### config.mk
export PLATFORM = sky130hd
export DESIGN_NAME = rv32_multicycle_control
export DESIGN_NICKNAME = d
export VERILOG_FILES = /design/src/rtl/cpu_pkg.sv /design/src/rtl/instr_decoder.sv /design/src/rtl/rv32_multicycle_control.sv
export SDC_FILE = /design/constraint.sdc
export NUM_CORES = 1
export LEC_CHECK = 0
export CORE_MARGIN = 2
export CORE_UTILIZATION = 44
export CTS_CLUSTER_SIZE = 8
export DETAILED_ROUTE_END_ITERATION = 10
export GPL_TIMING_DRIVEN = 0
export PLACE_DENSITY = 0.79
export SLEW_MARGIN = 30
export SYNTH_ARGS = -nofsm -noshare
export SYNTH_HDL_FRONTEND = slang
export SYNTH_SLANG_ARGS = --single-unit
### constraint.sdc
create_clock -name clk -period 4.2 [get_ports clk]
set_input_delay 0.84 -clock clk [delete_from_list [all_inputs] [get_ports clk]]
set_output_delay 0.84 -clock clk [all_outputs]
set_load 0.05 [all_outputs]
### src/rtl/cpu_pkg.sv
// Shared RV32I control types: ALU operation encoding, opcode/funct constants
// and the multi-cycle controller state encoding.
package cpu_pkg;

    typedef enum logic [2:0] {
        ALU_ADD = 3'd0,
        ALU_SUB = 3'd1,
        ALU_AND = 3'd2,
        ALU_OR  = 3'd3,
        ALU_XOR = 3'd4,
        ALU_SLL = 3'd5,
        ALU_SRL = 3'd6,
        ALU_SLT = 3'd7
    } alu_op_t;

    localparam logic [6:0] OP_REG = 7'b0110011;
    localparam logic [6:0] OP_IMM = 7'b0010011;

    localparam logic [6:0] F7_BASE = 7'b0000000;
    localparam logic [6:0] F7_ALT  = 7'b0100000;

    localparam logic [2:0] F3_ADD  = 3'b000;
    localparam logic [2:0] F3_SLL  = 3'b001;
    localparam logic [2:0] F3_SLT  = 3'b010;
    localparam logic [2:0] F3_SLTU = 3'b011;
    localparam logic [2:0] F3_XOR  = 3'b100;
    localparam logic [2:0] F3_SR   = 3'b101;
    localparam logic [2:0] F3_OR   = 3'b110;
    localparam logic [2:0] F3_AND  = 3'b111;

    typedef enum logic [2:0] {
        IDLE      = 3'd0,
        FETCH     = 3'd1,
        DECODE    = 3'd2,
        EXECUTE   = 3'd3,
        WRITEBACK = 3'd4,
        HALT      = 3'd5
    } ctrl_state_t;

    function automatic logic [31:0] sext12(input logic [11:0] v);
        return {{20{v[11]}}, v};
    endfunction

endpackage

### src/rtl/instr_decoder.sv
// Combinational RV32I ALU-instruction decoder: classifies IR as legal and
// derives the ALU operation, operand select and sign-extended immediate.
module instr_decoder
    import cpu_pkg::*;
(
    input  logic [31:0] ir,
    output logic        legal,
    output alu_op_t     alu_op,
    output logic        alu_src_imm,
    output logic [31:0] imm
);

    logic [6:0] opcode;
    logic [2:0] funct3;
    logic [6:0] funct7;

    assign opcode = ir[6:0];
    assign funct3 = ir[14:12];
    assign funct7 = ir[31:25];

    always_comb begin
        legal       = 1'b0;
        alu_op      = ALU_ADD;
        alu_src_imm = 1'b0;
        imm         = 32'd0;
        case (opcode)
            OP_REG: begin
                if (funct7 == F7_BASE) begin
                    legal = 1'b1;
                    case (funct3)
                        F3_ADD:  alu_op = ALU_ADD;
                        F3_SLL:  alu_op = ALU_SLL;
                        F3_SLT:  alu_op = ALU_SLT;
                        F3_XOR:  alu_op = ALU_XOR;
                        F3_SR:   alu_op = ALU_SRL;
                        F3_OR:   alu_op = ALU_OR;
                        F3_AND:  alu_op = ALU_AND;
                        default: legal  = 1'b0;
                    endcase
                end else if (funct7 == F7_ALT && funct3 == F3_ADD) begin
                    legal  = 1'b1;
                    alu_op = ALU_SUB;
                end
            end
            OP_IMM: begin
                legal = 1'b1;
                case (funct3)
                    F3_ADD:  alu_op = ALU_ADD;
                    F3_SLT:  alu_op = ALU_SLT;
                    F3_XOR:  alu_op = ALU_XOR;
                    F3_OR:   alu_op = ALU_OR;
                    F3_AND:  alu_op = ALU_AND;
                    // Shift immediates are only legal with imm[11:5] clear (no SRAI).
                    F3_SLL: begin
                        alu_op = ALU_SLL;
                        legal  = (funct7 == F7_BASE);
                    end
                    F3_SR: begin
                        alu_op = ALU_SRL;
                        legal  = (funct7 == F7_BASE);
                    end
                    default: legal = 1'b0;
                endcase
                if (legal) begin
                    alu_src_imm = 1'b1;
                    imm         = sext12(ir[31:20]);
                end else begin
                    alu_op = ALU_ADD;
                end
            end
            default: ;
        endcase
    end

endmodule

### src/rtl/rv32_multicycle_control.sv
// Multi-cycle RV32I control FSM: fetch handshake, decode of R/I ALU ops,
// register-file / PC strobes in writeback, retired-instruction counting.
module rv32_multicycle_control
    import cpu_pkg::*;
(
    input  logic        clk,
    input  logic        rst_n,
    output logic        imem_req,
    input  logic        imem_ack,
    input  logic [31:0] instr,
    output logic [4:0]  rs1,
    output logic [4:0]  rs2,
    output logic [4:0]  rd,
    output logic [2:0]  alu_op,
    output logic        alu_src_imm,
    output logic [31:0] imm,
    output logic        rf_we,
    output logic        pc_we,
    output logic        halted,
    output logic [31:0] instret
);

    ctrl_state_t state;
    ctrl_state_t next_state;
    logic [31:0] ir;

    logic        dec_legal;
    alu_op_t     dec_op;
    logic        dec_src_imm;
    logic [31:0] dec_imm;

    instr_decoder u_decoder (
        .ir          (ir),
        .legal       (dec_legal),
        .alu_op      (dec_op),
        .alu_src_imm (dec_src_imm),
        .imm         (dec_imm)
    );

    // IR is zero out of reset, so every decoded field also reads zero in IDLE.
    assign rs1         = ir[19:15];
    assign rs2         = ir[24:20];
    assign rd          = ir[11:7];
    assign alu_op      = dec_op;
    assign alu_src_imm = dec_src_imm;
    assign imm         = dec_imm;

    always_ff @(posedge clk) begin
        if (!rst_n) begin
            state <= IDLE;
        end else begin
            state <= next_state;
        end
    end

    always_comb begin
        next_state = state;
        imem_req   = 1'b0;
        rf_we      = 1'b0;
        pc_we      = 1'b0;
        halted     = 1'b0;
        case (state)
            IDLE:      next_state = FETCH;
            FETCH: begin
                imem_req = 1'b1;
                if (imem_ack) next_state = DECODE;
            end
            DECODE:    next_state = dec_legal ? EXECUTE : HALT;
            EXECUTE:   next_state = WRITEBACK;
            WRITEBACK: begin
                pc_we      = 1'b1;
                rf_we      = (rd != 5'd0);
                next_state = FETCH;
            end
            HALT:      halted = 1'b1;
            default:   next_state = IDLE;
        endcase
    end

    always_ff @(posedge clk) begin
        if (!rst_n) begin
            ir <= 32'd0;
        end else if (state == FETCH && imem_ack) begin
            ir <= instr;
        end
    end

    always_ff @(posedge clk) begin
        if (!rst_n) begin
            instret <= 32'd0;
        end else if (state == WRITEBACK) begin
            instret <= instret + 32'd1;
        end
    end

endmodule

==> out/metrics.csv <==
metric,value,unit
synthesis-to-finish area growth,44.7,%
global-route track usage on met1,26.1,%
final worst path period share,92.5,%
antenna fix cells,0,
cell count after synthesis,421,
Max clock buf depth,2,
detailed-route via count,3322,
floorplan die area,8380,µm²
number of register bits inferred by synthesis,67,
Max Clock Skew,0.00635,ns
arrival time of data at the critical path endpoint,3.05,ns
number of maximum-capacitance violations,0,
# Post-CTS Setup Buffers,0,
placement-stage worst setup slack,0.231,ns
"Worst Path Class, Setup",reg -> out,
total half-perimeter wirelength after legalization and detailed placement,6380,µm
Crit path largest cell delay,0.80,ns
"Hold Vio Cnt, Final",0,
Mapped Avg Cell Area,8.01,µm²
Final setup violation count,0,
core box area,7330,µm²
total congestion overflow,0,
Hold Path Class,reg -> reg,
cell class contributing the biggest share of worst-path delay,simple AND/OR/NAND/NOR gates,
met2 track demand over resource,35.2,%
Reg power frac,50.3,%
power density over the cells,271,nW/µm²
switch share,26.5,%
Max-slew headroom,45.1,%
I/O Buffers,120,
number of pins with negative max-slew slack in the final report,0,
Int Power,972,µW
Slowest cell on crit path,clkdlybuf4s50_1,
# DRC,0,
Worst Max-Slew Pin Slew,0.817,ns
Rows,31,
status,"finished, final reports clean",
minimum setup slack in the final design,0.315,ns
top achievable clock speed,257,MHz
overall global routing resource usage,20.8,%
post-route total power,1320,µW
main combinational cell family by area after synthesis,simple AND/OR/NAND/NOR gates,
vias in the first global route,3142,
maximum number of pins on one net before global-route repair,22,
routability cong.,0.815,
count of hold-fix buffers inserted at cts,0,
"basic-gate share of the synthesized area counting and, or, nand and nor cells",29.9,%
Root Buffer,clkbuf_8,
final routed wirelength across all metal layers,8670,µm
Most Crowded Layer GR,met2,
clock latency reported for the late side of the worst-skew pair,0.34,ns
Post-Synth XOR/XNOR Area,2.08,%
overall die width,91.5,µm
kind of start point of the critical path,flop,
wire length of the first global-routing pass,14300,µm
Initial DRC Count,137,
clock network fraction of design power,36.0,%
"leading cell type in the layout, fill and taps excluded",clkdlybuf4s50_1,
RSZ-0062 raised after global routing,no,
via-per-instance ratio,5.08,
count of buffering cells on the critical path with inverters included,2,
number of nets produced by synthesis,457,
routing usage on met3,4.65,%
most used cells in the layout excluding fill and tap cells,"clkdlybuf4s50_1 (120), nand2_1 (87), dfxtp_1 (67)",
worst-case vdd ir drop,0.166,mV
minimum period implied by the final worst setup slack,3.89,ns
switching pwr,350,µW
post-route antenna net violation count,0,
clock sinks,67,
maximum level of the CTS H-tree,3,
fraction of layout instances using a drive strength above 1,10.8,%
adder-cell share of the synthesized area,0.371,%
num ports,122,
WP data required,3.36,ns
kind of capture point of the worst setup path,primary output,
Netlist Area Pre-Place,3370,µm²
warnings from Yosys,0,
clock slew at reported path FFs,0.07,ns
leakage component of the power,0.00175,µW
Max Fanout on Critical Path,21,
sequential area share after synthesis,39.8,%
number of antenna violations at the first check in global routing,0,
part of the total power dissipated in combinational logic,13.7,%
count of cell types in the netlist,45,
Vert. Die Dim,91.5,µm
number of buffers created by CTS,9,
final net count,588,
initial core utilization,46.0,%
final-layout setup total negative slack,0,ns
post-synthesis compound-gate area fraction,12.5,%
clock tree from TritonCTS,built,
"Critical Path, Cell by Cell",nor4_2 > a21oi_1 > nor2_1 > and2_2 > buf_4 > clkdlybuf4s50_1,
WL/cell,13.3,µm
router iterations before antenna repair,4,
mux contribution to synthesized area,3.27,%
## path summary, 6_finish.rpt
path | cells past startpoint | endpoint | from | slack, ns
hold / removal | 2 | ir[19]$_SDFFE_PN0P_ | ir[19]$_SDFFE_PN0P_ | 0.46
setup reg to reg | 5 | instret[22]$_SDFFE_PN0P_ | instret[3]$_SDFFE_PN0P_ | 1.91
setup / recovery | 6 | imm[13] | ir[31]$_SDFFE_PN0P_ | 0.31
hold reg to reg | 2 | ir[19]$_SDFFE_PN0P_ | ir[19]$_SDFFE_PN0P_ | 0.46
## sequential cells by signal, indices dropped and copies added (netlist names)
signal / cells
instret: 32
ir: 32
state: 3
## layout make-up
class                      instances  area [µm²]
inverter                           7        26.3
timing repair buffer             120        1200
buffer                            60         380
clock inverter                     2        12.5
clock buffer                      12         155
fill                             628        2450
tap                               99         124
sequential                        67        1340
multi-input combinational        287        1640
## layer usage
layer  share of wire (%)  up-vias
met3                 5.2        8
met5                   0        -
met1                  45     1540
li1                    -     1674
met4                 1.1        0
met2                  49      100
## power by group through the flow
stage	clock, µW	sequential, µW	combinational (µW)
after floorplan	0	678	112
after global placement	0	679	177
after detailed placement	0	680	180
after CTS	479	665	181
after global routing	515	667	197
final	476	665	181
## Yosys cell counts, drive strengths merged
| cell type | count | area [µm²] |
|---|---|---|
| nand4b | 2 | 17.5 |
| o21ai | 10 | 50.1 |
| dfxtp | 67 | 1340 |
| and3b | 2 | 17.5 |
| o21a | 3 | 22.5 |
| a2111oi | 1 | 8.76 |
| nor4b | 1 | 8.76 |
| a21oi | 46 | 230 |
| and2 | 13 | 81.3 |
| a21o | 1 | 7.51 |
| inv | 7 | 26.3 |
| nor2b | 2 | 12.5 |
| xnor2 | 8 | 70.1 |
| nor4 | 7 | 50.1 |
| nor3 | 9 | 45.0 |
| and3 | 2 | 12.5 |
| a31oi | 1 | 6.26 |
| buf | 39 | 302 |
| nand4 | 6 | 37.5 |
| ha | 1 | 12.5 |
| o41ai | 1 | 8.76 |
| and4 | 3 | 26.3 |
| o211ai | 1 | 7.51 |
| nor3b | 2 | 15.0 |
| nand2b | 11 | 68.8 |
| o31ai | 5 | 37.5 |
| o22a | 1 | 8.76 |
| or3 | 8 | 50.1 |
| nand3b | 4 | 30.0 |
| clkbuf | 21 | 78.8 |
| a22o | 2 | 17.5 |
| or2 | 1 | 6.26 |
| mux2i | 11 | 110 |
| nor2 | 11 | 41.3 |
| or4 | 7 | 56.3 |
| nand2 | 87 | 327 |
| o32ai | 2 | 17.5 |
| nand3 | 13 | 65.1 |
| nand4bb | 2 | 38.8 |
## cell families (layout without fill, tap and decap cells)
group | after synthesis | in the layout
buffers and inverters | 67 | 201
AOI/OAI and AO/OA | 74 | 74
adders and majority gates | 1 | 1
xor gates and xnor gates | 8 | 8
and+or+nand+nor | 193 | 193
muxes | 11 | 11
DFF | 67 | 67
## what timing repair did
action	in CTS	in global routing
endpoints found under the hold margin	0	0
gates resized for setup	1	1
setup endpoints to repair	21	30
## worst min-delay path, cell delays in order (launching register included)
cell and delay, ns:
dfxtp_1 0.31, nand2_1 0.05, a21oi_1 0.05
## per-stage QoR
step                std cells  hold slack [ns]  utilization (%)  cell area [µm²]
floorplan                 421            0.432                -             3370
global placement          640            0.440             64.1             4700
detailed placement        640            0.445             64.2             4700
CTS                       654            0.463             66.5             4870
global route              654            0.484             66.5             4880
finish                    654            0.458             66.5             4880
Note: power is estimated with default switching activity, not from simulation.
